===== src/rtl/serial_add_ctrl_pkg.sv =====
// Shared types and constants for the byte-serial wide adder.
// State encoding is fixed so that debug probes and scripts can decode it.
package serial_add_ctrl_pkg;

  localparam int BYTE_W = 8;

  typedef enum logic [1:0] {
    ST_IDLE = 2'd0,
    ST_RUN  = 2'd1,
    ST_DONE = 2'd2
  } state_t;

endpackage


===== src/rtl/serial_add_ctrl_if.sv =====
// Operand/result handshake bundle for serial_add_ctrl.
// The "slave" side is the adder; the "master" side supplies operands and takes results.
interface serial_add_ctrl_if
  import serial_add_ctrl_pkg::*;
#(
  parameter int NBYTES = 4
) ();

  localparam int W = BYTE_W * NBYTES;

  logic         in_valid;
  logic         in_ready;
  logic [W-1:0] op_a;
  logic [W-1:0] op_b;
  logic         c_in;
  logic         sub;
  logic         out_valid;
  logic         out_ready;
  logic [W-1:0] sum;
  logic         c_out;
  logic         ovf;

  modport master (
    output in_valid, op_a, op_b, c_in, sub, out_ready,
    input  in_ready, out_valid, sum, c_out, ovf
  );

  modport slave (
    input  in_valid, op_a, op_b, c_in, sub, out_ready,
    output in_ready, out_valid, sum, c_out, ovf
  );

endinterface


===== src/rtl/serial_add_ctrl_fadder8.sv =====
// 8-bit full-adder slice, the shared arithmetic resource of the serial adder.
module serial_add_ctrl_fadder8 (
  output logic [7:0] sum,
  output logic       carry,
  input  logic [7:0] a,
  input  logic [7:0] b,
  input  logic       c_in
);

  assign {carry, sum} = 9'(a) + 9'(b) + 9'(c_in);

endmodule


===== src/rtl/serial_add_ctrl.sv =====
// Wide add/subtract engine: one 8-bit slice reused for NBYTES cycles,
// LSB byte first, with the inter-byte carry held in a register.
//
//   state   | meaning
//   --------+-------------------------------------------------------
//   ST_IDLE | waiting for operands, in_ready high
//   ST_RUN  | processing byte idx, one byte per clock
//   ST_DONE | result valid, held until out_ready
module serial_add_ctrl
  import serial_add_ctrl_pkg::*;
#(
  parameter int NBYTES = 4
) (
  input  logic               clk,
  input  logic               rst,
  serial_add_ctrl_if.slave   bus,
  output logic               busy
);

  localparam int W     = BYTE_W * NBYTES;
  localparam int IDX_W = $clog2(NBYTES);

  state_t             state_q;
  state_t             state_d;
  logic [IDX_W-1:0]   idx_q;
  logic               carry_q;
  logic [W-1:0]       a_q;
  logic [W-1:0]       b_q;
  logic [W-1:0]       sum_q;
  logic               c_out_q;
  logic               ovf_q;

  logic               in_ready_w;
  logic               accept;
  logic               last_byte;
  logic [BYTE_W-1:0]  a_byte;
  logic [BYTE_W-1:0]  b_byte;
  logic [BYTE_W-1:0]  slice_sum;
  logic               slice_carry;

  assign in_ready_w = (state_q == ST_IDLE);
  assign accept     = bus.in_valid && in_ready_w;
  assign last_byte  = (idx_q == IDX_W'(NBYTES - 1));

  assign a_byte = a_q[BYTE_W*int'(idx_q) +: BYTE_W];
  assign b_byte = b_q[BYTE_W*int'(idx_q) +: BYTE_W];

  serial_add_ctrl_fadder8 u_slice (
    .sum   (slice_sum),
    .carry (slice_carry),
    .a     (a_byte),
    .b     (b_byte),
    .c_in  (carry_q)
  );

  always_ff @(posedge clk) begin
    if (rst) begin
      state_q <= ST_IDLE;
    end else begin
      state_q <= state_d;
    end
  end

  always_comb begin
    state_d = state_q;
    case (state_q)
      ST_IDLE: if (accept)        state_d = ST_RUN;
      ST_RUN:  if (last_byte)     state_d = ST_DONE;
      ST_DONE: if (bus.out_ready) state_d = ST_IDLE;
      default:                    state_d = ST_IDLE;
    endcase
  end

  // Subtraction is folded into the accept: B is stored inverted and the
  // carry seeded with 1, so RUN never needs to know the operation.
  always_ff @(posedge clk) begin
    if (rst) begin
      idx_q   <= '0;
      carry_q <= 1'b0;
      a_q     <= '0;
      b_q     <= '0;
      sum_q   <= '0;
      c_out_q <= 1'b0;
      ovf_q   <= 1'b0;
    end else begin
      case (state_q)
        ST_IDLE: begin
          if (accept) begin
            a_q     <= bus.op_a;
            b_q     <= bus.sub ? ~bus.op_b : bus.op_b;
            carry_q <= bus.sub | bus.c_in;
            idx_q   <= '0;
            sum_q   <= '0;
            c_out_q <= 1'b0;
            ovf_q   <= 1'b0;
          end
        end
        ST_RUN: begin
          sum_q[BYTE_W*int'(idx_q) +: BYTE_W] <= slice_sum;
          carry_q <= slice_carry;
          if (last_byte) begin
            idx_q   <= '0;
            c_out_q <= slice_carry;
            ovf_q   <= (a_q[W-1] == b_q[W-1]) && (slice_sum[BYTE_W-1] != a_q[W-1]);
          end else begin
            idx_q <= idx_q + IDX_W'(1);
          end
        end
        default: ;
      endcase
    end
  end

  assign bus.in_ready  = in_ready_w;
  assign bus.out_valid = (state_q == ST_DONE);
  assign bus.sum       = sum_q;
  assign bus.c_out     = c_out_q;
  assign bus.ovf       = ovf_q;
  assign busy          = (state_q == ST_RUN);

endmodule


===== src/flat_wrapper.sv =====
// flat-port wrapper written by rule: the top's interface ports become plain ports
module serial_add_ctrl_flat import serial_add_ctrl_pkg::*;
#(
  parameter int NBYTES = 4
)
  (clk, rst, busy, bus_in_valid, bus_op_a, bus_op_b, bus_c_in, bus_sub, bus_out_ready, bus_in_ready, bus_out_valid, bus_sum, bus_c_out, bus_ovf);
  serial_add_ctrl_if #(.NBYTES(NBYTES)) bus_i ();
  input  logic clk;
  input  logic rst;
  output logic busy;
  input wire logic [$bits(bus_i.in_valid)-1:0] bus_in_valid;
  input wire logic [$bits(bus_i.op_a)-1:0] bus_op_a;
  input wire logic [$bits(bus_i.op_b)-1:0] bus_op_b;
  input wire logic [$bits(bus_i.c_in)-1:0] bus_c_in;
  input wire logic [$bits(bus_i.sub)-1:0] bus_sub;
  input wire logic [$bits(bus_i.out_ready)-1:0] bus_out_ready;
  output wire logic [$bits(bus_i.in_ready)-1:0] bus_in_ready;
  output wire logic [$bits(bus_i.out_valid)-1:0] bus_out_valid;
  output wire logic [$bits(bus_i.sum)-1:0] bus_sum;
  output wire logic [$bits(bus_i.c_out)-1:0] bus_c_out;
  output wire logic [$bits(bus_i.ovf)-1:0] bus_ovf;
  assign bus_i.in_valid = bus_in_valid;
  assign bus_i.op_a = bus_op_a;
  assign bus_i.op_b = bus_op_b;
  assign bus_i.c_in = bus_c_in;
  assign bus_i.sub = bus_sub;
  assign bus_i.out_ready = bus_out_ready;
  assign bus_in_ready = bus_i.in_ready;
  assign bus_out_valid = bus_i.out_valid;
  assign bus_sum = bus_i.sum;
  assign bus_c_out = bus_i.c_out;
  assign bus_ovf = bus_i.ovf;
  serial_add_ctrl #(.NBYTES(NBYTES)) u_core (.clk(clk), .rst(rst), .bus(bus_i), .busy(busy));
endmodule

===== config.mk =====
export PLATFORM = sky130hd
export DESIGN_NAME = serial_add_ctrl_flat
export DESIGN_NICKNAME = d
export VERILOG_FILES = /design/src/rtl/serial_add_ctrl_pkg.sv /design/src/rtl/serial_add_ctrl_if.sv /design/src/rtl/serial_add_ctrl_fadder8.sv /design/src/rtl/serial_add_ctrl.sv /design/src/flat_wrapper.sv
export SDC_FILE = /design/constraint.sdc
export NUM_CORES = 1
export LEC_CHECK = 0
export BUFFER_PORTS_ARGS = -buffer_cell sky130_fd_sc_hd__buf_2
export CAP_MARGIN = 40
export CORE_MARGIN = 1
export CORE_UTILIZATION = 30
export DETAILED_ROUTE_END_ITERATION = 16
export GPL_ROUTABILITY_DRIVEN = 0
export SLEW_MARGIN = 20
export SYNTH_ARGS = -nofsm -noshare
export SYNTH_HDL_FRONTEND = slang
export SYNTH_HIERARCHICAL = 1
export SYNTH_SLANG_ARGS = --single-unit

===== constraint.sdc =====
create_clock -name clk -period 6.9 [get_ports clk]
set_input_delay 1.38 -clock clk [delete_from_list [all_inputs] [get_ports clk]]
set_output_delay 1.38 -clock clk [all_outputs]
set_load 0.05 [all_outputs]

---- Yosys cells after proc, flatten, opt, wreduce, memory -nomap -nowiden ----
Index checks and enable logic that the tools add are counted.
storage, ports and cells
  output and inout port bits .............. 37
  memory bits (writable) .................. 0
  bits of input ports ..................... 70
  word-level logic and storage cells ...... 52
  register bits after elaboration ......... 103
  bits in read-only memories .............. 0
  memories kept ........................... 0
  latch bits .............................. 0
operators by class
  reductions and logical operators ........ 8
  divide/modulo/power cells ............... 0
  $add $sub $neg .......................... 4
  equality and inequality tests ........... 8
  shift-type cells ........................ 4
  bitwise gates (word level) .............. 2
  order comparisons ....................... 0
  $mul .................................... 0
  mux-type cells .......................... 18
operators by type and width
  cell                                                    number
  two-way mux 32 bit                                      2
  one-hot mux 32 bit (2 select lines)                     1
  indexed part select 32 x 6 -> 8 bit                     2
  negator 5 -> 33 bit                                     1
  variable shift 8 x 33 -> 32 bit (first input constant)  1
  indexed part select 8 x 33 -> 32 bit                    1
  bitwise mux 32 bit                                      1
  NOT 32 bit                                              1
  two-way mux 2 bit                                       5
  adder 8 x 8 -> 9 bit                                    1
  adder 9 x 1 -> 9 bit                                    1
  one-hot mux 1 bit (2 select lines)                      3
  one-hot mux 2 bit (3 select lines)                      1
  AND reduction 3 bit                                     2
  equality test 2 bit (second input constant)             2
  two-way mux 1 bit                                       4
  != test 2 bit (second input constant)                   2
  one-hot mux 2 bit (2 select lines)                      1
  AND reduction 2 bit                                     2
  adder 2 x 1 -> 2 bit (second input constant)            1
  equality test 2 x 1 -> 1 bit (second input constant)    1
  logical AND 1 bit                                       2
  logical NOT 2 bit                                       1
  != test 2 x 1 -> 1 bit (second input constant)          1
  other kinds (4)                                         4

---- Longest topological paths before layout ----
  depth after elaboration ................. 7
  mapped depth ............................ 12
  depth with buffers taken out ............ 10

---- Cells and area by module ----
The synthesis kept the hierarchy.
modules (own cells, without submodules)
  module                   sequential area each (um^2)  times used  area each (um^2)  cells each
  serial_add_ctrl          2062.0                       1           4390.5            440
  serial_add_ctrl_fadder8  0.0                          1           331.6             42

---- Least setup slack after synthesis ----
OpenSTA, ideal clock, no wires.
  kind .................................... register -> register
  start ................................... register u_core.idx_q[0]
  end ..................................... register u_core.ovf_q, in the netlist u_core/bus.ovf
  period minus slack after synthesis ...... 3.344 ns
  slack ................................... 3.556 ns
  buffers on the path ..................... 2
  stages on the path, launching flop included .. 12
  data required time ...................... 6.830 ns
  data arrival time ....................... 3.274 ns
  setup time .............................. 0.070 ns
  path through ............................ dfxtp_1 -> buf_2 -> buf_4 -> mux4_2 -> ha_1 -> a21o_1 -> a2111oi_0 -> mux2i_1 -> nand2_1 -> or3b_2 -> a21o_1 -> a21oi_1
between the ends
  word-level cells in the longest chain between the ends .. 7
  elaborated cells between the ends (all ways) .. 11
  those cells by class .................... add/sub: 2; eq/ne: 3; shift: 2; mux: 2; reduce/logical: 2
RTL lines
  item                                 RTL line                       text
  start, declared                      serial_add_ctrl.sv:25          logic [IDX_W-1:0] idx_q;
  start signal, assigned               serial_add_ctrl.sv:106         idx_q <= idx_q + IDX_W'(1);
  indexed part select 32 x 6 -> 8 bit  serial_add_ctrl.sv:45          assign a_byte = a_q[BYTE_W*int'(idx_q) +: BYTE_W];
  net u_core.a_byte[4]                 serial_add_ctrl.sv:36          logic [BYTE_W-1:0] a_byte;
  adder 8 x 8 -> 9 bit                 serial_add_ctrl_fadder8.sv:10  assign {carry, sum} = 9'(a) + 9'(b) + 9'(c_in);
  adder 9 x 1 -> 9 bit                 serial_add_ctrl_fadder8.sv:10
  net u_core.slice_sum[7]              serial_add_ctrl.sv:38          logic [BYTE_W-1:0] slice_sum;
  != test 1 bit                        serial_add_ctrl.sv:104         ovf_q <= (a_q[W-1] == b_q[W-1]) && (slice_sum[BYTE_W-1] != a_q[W-1]);
  logical AND 1 bit                    serial_add_ctrl.sv:104
  two-way mux 1 bit                    serial_add_ctrl.sv:101         if (last_byte) begin
  one-hot mux 1 bit (2 select lines)   serial_add_ctrl.sv:86          case (state_q)
  end signal, assigned                 serial_add_ctrl.sv:104
  end, declared                        serial_add_ctrl.sv:31          logic ovf_q;
The timed path passes the listed nets, and every way through them passes these cells. The select of a mux whose other input is x is not followed.
A chain may end at the register's enable or synchronous reset.

---- Worst setup path after layout ----
Same ends and word-level chain as after synthesis.

==> results_dict.tcl <==
set metrics [dict create \
    outcome "complete, no violations" \
    slew_headroom_pct 43.1 \
    cts_root_buf "clkbuf_16" \
    switching_share_pct 27.4 \
    p_clk_share_pct 34.4 \
    nets 657 \
    hpwl_um 8590 \
    areaGrowthSynthToFinish_pct 21.3 \
    grt.met3_usage_pct 3.35 \
    grt-busiest-layer "met2" \
    netSwitchingPower_uw 372 \
    clock_latency_ps 340 \
    dp_slack_ps 3450 \
    power_density_nw_per_um2 238 \
    worst_pin_slew_ps 846 \
    wl_um 11600 \
    cts.clk_slew.worst_paths_ps 70 \
    drc 0 \
    first_iter_violations 160 \
    die_width_um 127 \
    arrival_ps 3740 \
    cts_tree "done" \
    fin_util_pct 37.5 \
    antenna_found_initial 0 \
    hold_path.class "flop to flop" \
    hold_viol_final 0 \
    fmax_ghz 0.288 \
    clockBufferDepth 2 \
    use_met2_pct 25.4 \
    start_kind "flop" \
    required_ps 7170 \
    mostFrequentLayoutCells "107 x buf_2, 103 x dfxtp_1, 69 x nand2_1" \
    synth_warnings 6 \
    gr-total-overflow 0 \
    clock_sinks 103 \
    h-tree-depth 3 \
    ir_drop_v 0.000124 \
    layout_setup_ws_ps 3430 \
    ios 107 \
    p_comb_share_pct 17.8 \
    crit_path_end_kind "flop" \
    min_from "u_core/a_q[29]$_SDFFE_PP0P_" \
    timing.final.crit_share_pct 50.3 \
    fin_crit_ps 3470 \
    syn-num-nets 567 \
    startpoint "u_core/idx_q[0]$_SDFFE_PP0P_" \
    cp_max_fo 19 \
    dieHeight_um 127 \
    synthArstFlopShare_pct 0 \
    drive_gt1_share_pct 26.9 \
    setup_viol 0 \
    cts-buffers-inserted 9 \
    seq_area_frac_synth_pct 43.7 \
    diodes 0 \
    synth_edf_count 0 \
    start_util_pct 30.9 \
    ctsResizeCount 0 \
    grt_max_degree 97 \
    grt_pass1_wl_um 18700 \
    num_vias 3758 \
    r2r_start "u_core/idx_q[0]$_SDFFE_PP0P_" \
    p_int_uw 988 \
    tns_ps 0 \
    netlist_area_um2 4720 \
    dr.pass1.iters 4 \
    synth-seq-cells 103 \
    via_per_inst 4.78 \
    grt_pass1_vias 3714 \
    placementRows 45 \
    die_area_um2 16200 \
    maxCapViolCount 0 \
    use_met1_pct 18.2 \
    final_common_cell "buf_2" \
    rsz0062_at_grt "false" \
    track_usage_pct 14.8 \
    avgSynthCellArea_um2 9.80 \
    yosys.area.top_type "dfxtp_1" \
    leakage_uw 0.00233 \
    yosysTopAreaCellShare_pct 43.7 \
    fp.coreArea_um2 15300 \
    yosys_most_used_dff "dfxtp_1" \
    wl_per_cell_um 14.8 \
    place.port_buffers 106 \
    slew_viol_final 0 \
    synth_area_leaders "dfxtp_1 44%, mux4_2 7.6%, xnor2_1 6.3%" \
    cts-hold-fix-buffers 0 \
    netlist_instances 482 \
    drtAntennaViolNets 0 \
    path_class "flop to flop" \
    post_cts_buffers 0 \
    p_seq_share_pct 47.8 \
    synth_cell_types 41 \
    clock_skew_ps 4.76 \
]
state kept, by name (all words and copies together), names as in the netlist:
signal,count
u_core/a_q,32
u_core/b_q,32
u_core/bus.sum,32
u_core/idx_q,2
u_core/state_q,2
u_core/bus.c_out,1
u_core/bus.ovf,1
u_core/carry_q,1
power groups by stage:
stage          sequential (uW)  combinational [uW]  clock [uW]
5_1_grt                    655                 268         509
2_1_floorplan              663                 174           0
3_5_place_dp               665                 237           0
6_report                   651                 242         468
3_3_place_gp               665                 232           0
4_1_cts                    651                 238         478
worst paths after layout:
path                                       to  slack (ps)  depth (start not counted)
setup / recovery  u_core/bus.ovf$_SDFFE_PP0P_        3430                         10
hold / removal    u_core/a_q[29]$_SDFFE_PP0P_         460                          2
setup reg to reg  u_core/bus.ovf$_SDFFE_PP0P_        3430                         10
hold reg to reg   u_core/a_q[29]$_SDFFE_PP0P_         460                          2
per-stage QoR:
step | instances | area (um^2) | power [uW] | hold WS, ps
after floorplan | 482 | 4720 | 836 | 433
after global routing | 787 | 5730 | 1430 | 481
after global placement | 767 | 5360 | 897 | 442
final | 787 | 5730 | 1360 | 456
after CTS | 783 | 5650 | 1370 | 458
after detailed placement | 768 | 5380 | 902 | 448
kinds of logic after synthesis:
kind of cell,synth area share (%)
flip-flops,43.7
AND/OR/NAND/NOR,14.2
AO/OA/AOI/OAI,18.0
buffers and inverters,4.32
multiplexers,8.80
adder cells (fa/ha/maj),4.29
XOR/XNOR,6.68
critical path, stage by stage (launching register included):
cell and delay [ps]:
dfxtp_1 470, buf_4 390, mux4_2 550, ha_1 390, a21o_1 220, a2111oi_0 420, mux2i_1 130, nand2_1 100
or3b_2 440, a21o_1 160, a21oi_1 120
Yosys cell counts, types with 4 or more instances:
library cell  count
dfxtp_1         103
nand2_1          69
a21oi_1          45
nor2_1           37
xnor2_1          34
a211oi_1         32
a22o_1           32
buf_2            16
mux4_2           16
clkbuf_1         13
ha_1             13
nor2b_1          11
nand3_1           7
inv_1             6
buf_4             5
mux2_2            4
per-layer routing:
metal  part of all wire (%)  vias to the layer above
met1                     46                     1745
met4                    2.1                        0
met2                     48                       94
met5                      0                        -
li1                       -                     1903
met3                    4.0                       16
layout make-up:
type,instances,area (um^2)
fill,1543,9530
multi-input combinational,337,2460
sequential,103,2060
timing repair buffer,114,648
tap,211,264
clock buffer,11,243
clock inverter,4,30.0
inverter,7,26.3
(Power assumes the default switching activity.)
